### config.mk
export PLATFORM = sky130hd
export DESIGN_NAME = amplitude_modulator
export DESIGN_NICKNAME = d
export VERILOG_FILES = /design/src/rtl/amplitude_modulator.sv
export SDC_FILE = /design/constraint.sdc
export NUM_CORES = 1
export LEC_CHECK = 0
export CAP_MARGIN = 20
export CELL_PAD_IN_SITES_DETAIL_PLACEMENT = 1
export CELL_PAD_IN_SITES_GLOBAL_PLACEMENT = 1
export CORE_UTILIZATION = 35
export DETAILED_ROUTE_END_ITERATION = 7
export PLACE_DENSITY_LB_ADDON = 0.08
export SLEW_MARGIN = 20
export SYNTH_ARGS = -nofsm -noshare
export SYNTH_HDL_FRONTEND = slang
export SYNTH_SLANG_ARGS = --single-unit
### constraint.sdc
create_clock -name clk -period 0.8 [get_ports clk]
set_clock_uncertainty 0.05 [all_clocks]
set_input_delay 0.08 -clock clk [delete_from_list [all_inputs] [get_ports clk]]
set_output_delay 0.08 -clock clk [all_outputs]
set_load 0.01 [all_outputs]
### src/rtl/amplitude_modulator.sv
// Amplitude modulator for the synth voice path.
// The waveform sample is scaled by the envelope, and that result is then
// scaled by the master amplitude. Each scaling step computes
// floor(sample * gain / 256). Only the final result is registered, so the
// latency is exactly one clock.

// Gain stage: unsigned multiply, keeping the upper half of the product.
module am_gain_stage #(
  parameter int W = 8
) (
  input  logic [W-1:0] i_sample,
  input  logic [W-1:0] i_gain,
  output logic [W-1:0] o_scaled
);
  logic [2*W-1:0] w_prod;

  assign w_prod   = {{W{1'b0}}, i_sample} * {{W{1'b0}}, i_gain};
  // Truncate by dropping the low W bits. There is no rounding or saturation:
  // full-scale inputs give 0xFE, which is always less than full scale.
  assign o_scaled = W'(w_prod >> W);
endmodule

module amplitude_modulator #(
  parameter int DATA_WIDTH = 8
) (
  input  logic                  clk,
  input  logic                  rst_n,
  input  logic [DATA_WIDTH-1:0] waveform_in,
  input  logic [DATA_WIDTH-1:0] envelope_value,
  input  logic [DATA_WIDTH-1:0] master_amplitude,
  output logic [DATA_WIDTH-1:0] amplitude_out
);
  logic [DATA_WIDTH-1:0] w_s1;
  logic [DATA_WIDTH-1:0] w_s2;
  logic [DATA_WIDTH-1:0] r_amp;

  // Envelope scaling. This stage is combinational; s1 is not registered.
  am_gain_stage #(.W(DATA_WIDTH)) u_env_stage (
    .i_sample (waveform_in),
    .i_gain   (envelope_value),
    .o_scaled (w_s1)
  );

  // Master-volume scaling, fed directly from the envelope stage.
  am_gain_stage #(.W(DATA_WIDTH)) u_master_stage (
    .i_sample (w_s1),
    .i_gain   (master_amplitude),
    .o_scaled (w_s2)
  );

  // Single output register. Asserting reset clears it at once, which also
  // discards any result in flight. There is no enable.
  always_ff @(posedge clk or negedge rst_n) begin
    if (!rst_n) r_amp <= '0;
    else        r_amp <= w_s2;
  end

  assign amplitude_out = r_amp;
endmodule

==> results.md <==
Run status:
- The flow ran to the end, but the final reports show violations.
- The final reports fail on DRC, setup timing.

Logic synthesis:
- The post-synthesis register bit count is 8.
- The total number of yosys warnings is 0.
- Counting every instance in the synthesized netlist gives 461.
- After synthesis, the most frequently instantiated cells are sky130_fd_sc_hd__and2_1, sky130_fd_sc_hd__inv_1, sky130_fd_sc_hd__fa_1.
- Dividing the synthesized area by the synthesized cell count gives 9.09 µm².
- The number of enable-type register cells in the synthesized netlist is 0.
- The share of synthesized area in the top cell type comes to 0.334.
- The sequential area share after synthesis is 0.0477.
- Yosys mapped the design onto 45 distinct sky130hd cell types.
- The cell taking the most area after synthesis is sky130_fd_sc_hd__fa_1.
- The synthesized area is roughly 4200 µm².
- The number of nets in the synthesized netlist is 623.
- By instance count, the leading cell after synthesis is sky130_fd_sc_hd__and2_1.
- In the synthesized netlist the async set-or-reset flop fraction comes to 1.00.
- The dominant synthesized flop cell is sky130_fd_sc_hd__dfrtp_1.
- By area the synthesized netlist is led by sky130_fd_sc_hd__fa_1, sky130_fd_sc_hd__ha_1, sky130_fd_sc_hd__and2_1.

STA:
- The top achievable clock speed is 0.135 GHz.
- Setup repair after global routing could not meet its margin everywhere.
- Once routing completed, OpenROAD measured the worst setup slack at -6.58 ns.
- The number of hold violations in the final report came to 0.
- The final count of negative-setup-slack endpoints is 16.
- For the pin with the worst max-slew slack, the measured transition is 0.447 ns.
- The final critical delay including setup and external delays is 7.38 ns.
- Of the available clock period, the critical path in the final layout requires 9.23.
- The post-route worst hold slack is 0.118 ns.
- The remaining max-slew budget at the tightest pin is 0.699.
- The final number of max-transition violations is 0.

Finish:
- The number of flip-flops in the largest register is 8.
- The antenna cell count is 0.
- Compared with the post-synthesis result, the final layout area differs by 40.6%.
- The layout cell share with drive strength beyond 1 is 0.328.
- Once layout is done, the placed cells without fillers occupy roughly 5900 µm².
- The number of cells in the finished layout apart from fillers is 753.
- After the last flow step, the layout net total stands at 774.

Worst hold path:
- The tightest min-delay check is of the in -> async type.

Setup path:
- For this design, the slowest cell found on the critical path is sky130_fd_sc_hd__fa_1.
- The highest fanout seen on the critical path is 5.
- The data arrival time at the worst-slack endpoint is 7.44 ns.
- The critical path is of the in -> reg type.
- STA puts the critical path data required time at around 0.86 ns.
- The critical path starts at waveform_in[1].
- The critical path endpoint is amplitude_out[6].
- STA classifies the critical path endpoint as a register.
- The worst setup path is launched from a primary input.
- The peak per-stage delay on the critical path is 0.56 ns.
- The most repeated library cell on the critical path is sky130_fd_sc_hd__fa_1.

Routing:
- In the final routed layout, each cell accounts on average for approximately 14 µm.
- For this block, the via count after detailed routing is between 3,000 and 4,000.
- The final layout contains routed wiring with a total length of 10,800 µm.
- The remaining antenna violation count after routing is 0.
- In the routed design, unresolved DRC markers number 2.
- The number of optimization iterations in the first detailed-route pass is 6.
- The initial DRC count is 106.
- The per-cell via count in the routed design is 4.84.

Clock tree:
- The number of clock buffers added by TritonCTS is 3.
- Clock tree synthesis selected as its root buffer the cell sky130_fd_sc_hd__clkbuf_16.
- The clock transition at the registers of the reported paths is 0.04 ns.
- The number of clock sinks is 8.
- The clock passes through at most 2 buffers.
- The clock tree from TritonCTS is done.
- CTS built an H-tree with a depth of 1.

Global routing:
- The maximum number of pins on one net before global-route repair is 9.
- The number of global-route vias before repair is 3,963.
- After global routing the overflow that remains totals 0.
- The number of antenna violations at the first check in global routing came to 0.
- The overall track demand over capacity in global routing is 0.184.
- The first global-routing pass estimated 18,700 µm of wire.

Placed design:
- The placed wire-length estimate after detailed placement is 9460 µm.
- The cell total after placement is 735.
- Buffers placed on the I/O ports in this run total 33.
- Once placement finished, the instance area stood at 5520 µm².
- The minimum setup slack after placement is -7.40 ns.
- At the end of routability-driven placement, the weighted congestion stood at 0.827.

Floorplan:
- The core box area is between 10,000 and 15,000 µm².
- Pin placement for this block handled 34 I/O pins.
- The initial utilization of the core area, before any placement, comes to 0.363.
- The chip height is 111 µm.
- The floorplan has 39 rows.
- The floorplan step defined a die boundary enclosing 12,400 µm².
- The width of the chip is approximately 110 µm.

Flow run:
- The max-cap check violation count is 0.
kinds of logic (layout without fill, tap and decap cells):
family,count (synthesis),in the layout,synth area share
AND/OR/NAND/NOR,168,168,0.227
adder cells (fa/ha/maj),136,136,0.531
multiplexers,1,1,0.00239
XOR/XNOR,14,14,0.0328
flip-flops,8,8,0.0477
AO/OA/AOI/OAI,44,44,0.0788
buffers and inverters,90,239,0.0806
worst min path at each step:
stage	start	to	depth (start not counted)
after floorplan	rst_n	amplitude_out[0]	0
after global routing	rst_n	amplitude_out[6]	2
after CTS	rst_n	amplitude_out[3]	2
after detailed placement	rst_n	amplitude_out[4]	2
after global placement	rst_n	amplitude_out[6]	2
final	rst_n	amplitude_out[3]	2
critical path: cells and delay by family:
family,cells,cell delay [ns]
xor+xnor,2,0.35
fa+ha+maj,10,4.58
simple gates,5,0.67
compound gates,7,1.44
buf+inv,5,0.31
area by class of cell:
class                           count  area (µm²)
Fill cell                        1367        5670
Multi-Input combinational cell    363        3950
Timing Repair Buffer              146        1150
Inverter                           90         338
Sequential cell                     8         200
Tap cell                          143         179
Clock buffer                        3        75.1
what timing repair did:
action / 4_1_cts / 5_1_grt
pin swaps: 38 / 46
hold endpoints to repair: 0 / 0
buffers inserted: 8 / 7
endpoints found under the setup margin: 16 / 16
resized for setup: 111 / 46
hold buffers: 0 / 0
per-layer routing:
| metal | part of all wire | track usage | vias to the layer above |
|---|---|---|---|
| li1 | - | - | 1764 |
| met1 | 0.48 | 0.261 | 1847 |
| met2 | 0.50 | 0.323 | 34 |
| met3 | 0.023 | 0.0114 | 2 |
| met4 | 0.0027 | 0.00991 | 0 |
| met5 | 0 | 0 | - |
stage by stage:
| step | util | setup TNS [ns] |
|---|---|---|
| after floorplan | - | -50.02 |
| after global placement | 0.477 | -58.21 |
| after detailed placement | 0.477 | -59.56 |
| after CTS | 0.493 | -52.82 |
| after global routing | 0.510 | -54.66 |
| final | 0.510 | -52.11 |
cells in the final DEF, fill, tap and decap left out, drive strengths merged, types with 4 or more instances in the layout:
master         count
buf              133
ha                66
and2              99
a21oi              6
nor2               9
fa                70
nand2             33
xnor2              8
inv               90
dfrtp              8
clkdlybuf4s50     10
xor2               6
a21o               8
nand3              4
nor3               4
o21ai              8
Power is left out: the tool's default activity adds up to more than one toggle a clock period on the data nets, which glitch-free logic cannot reach.
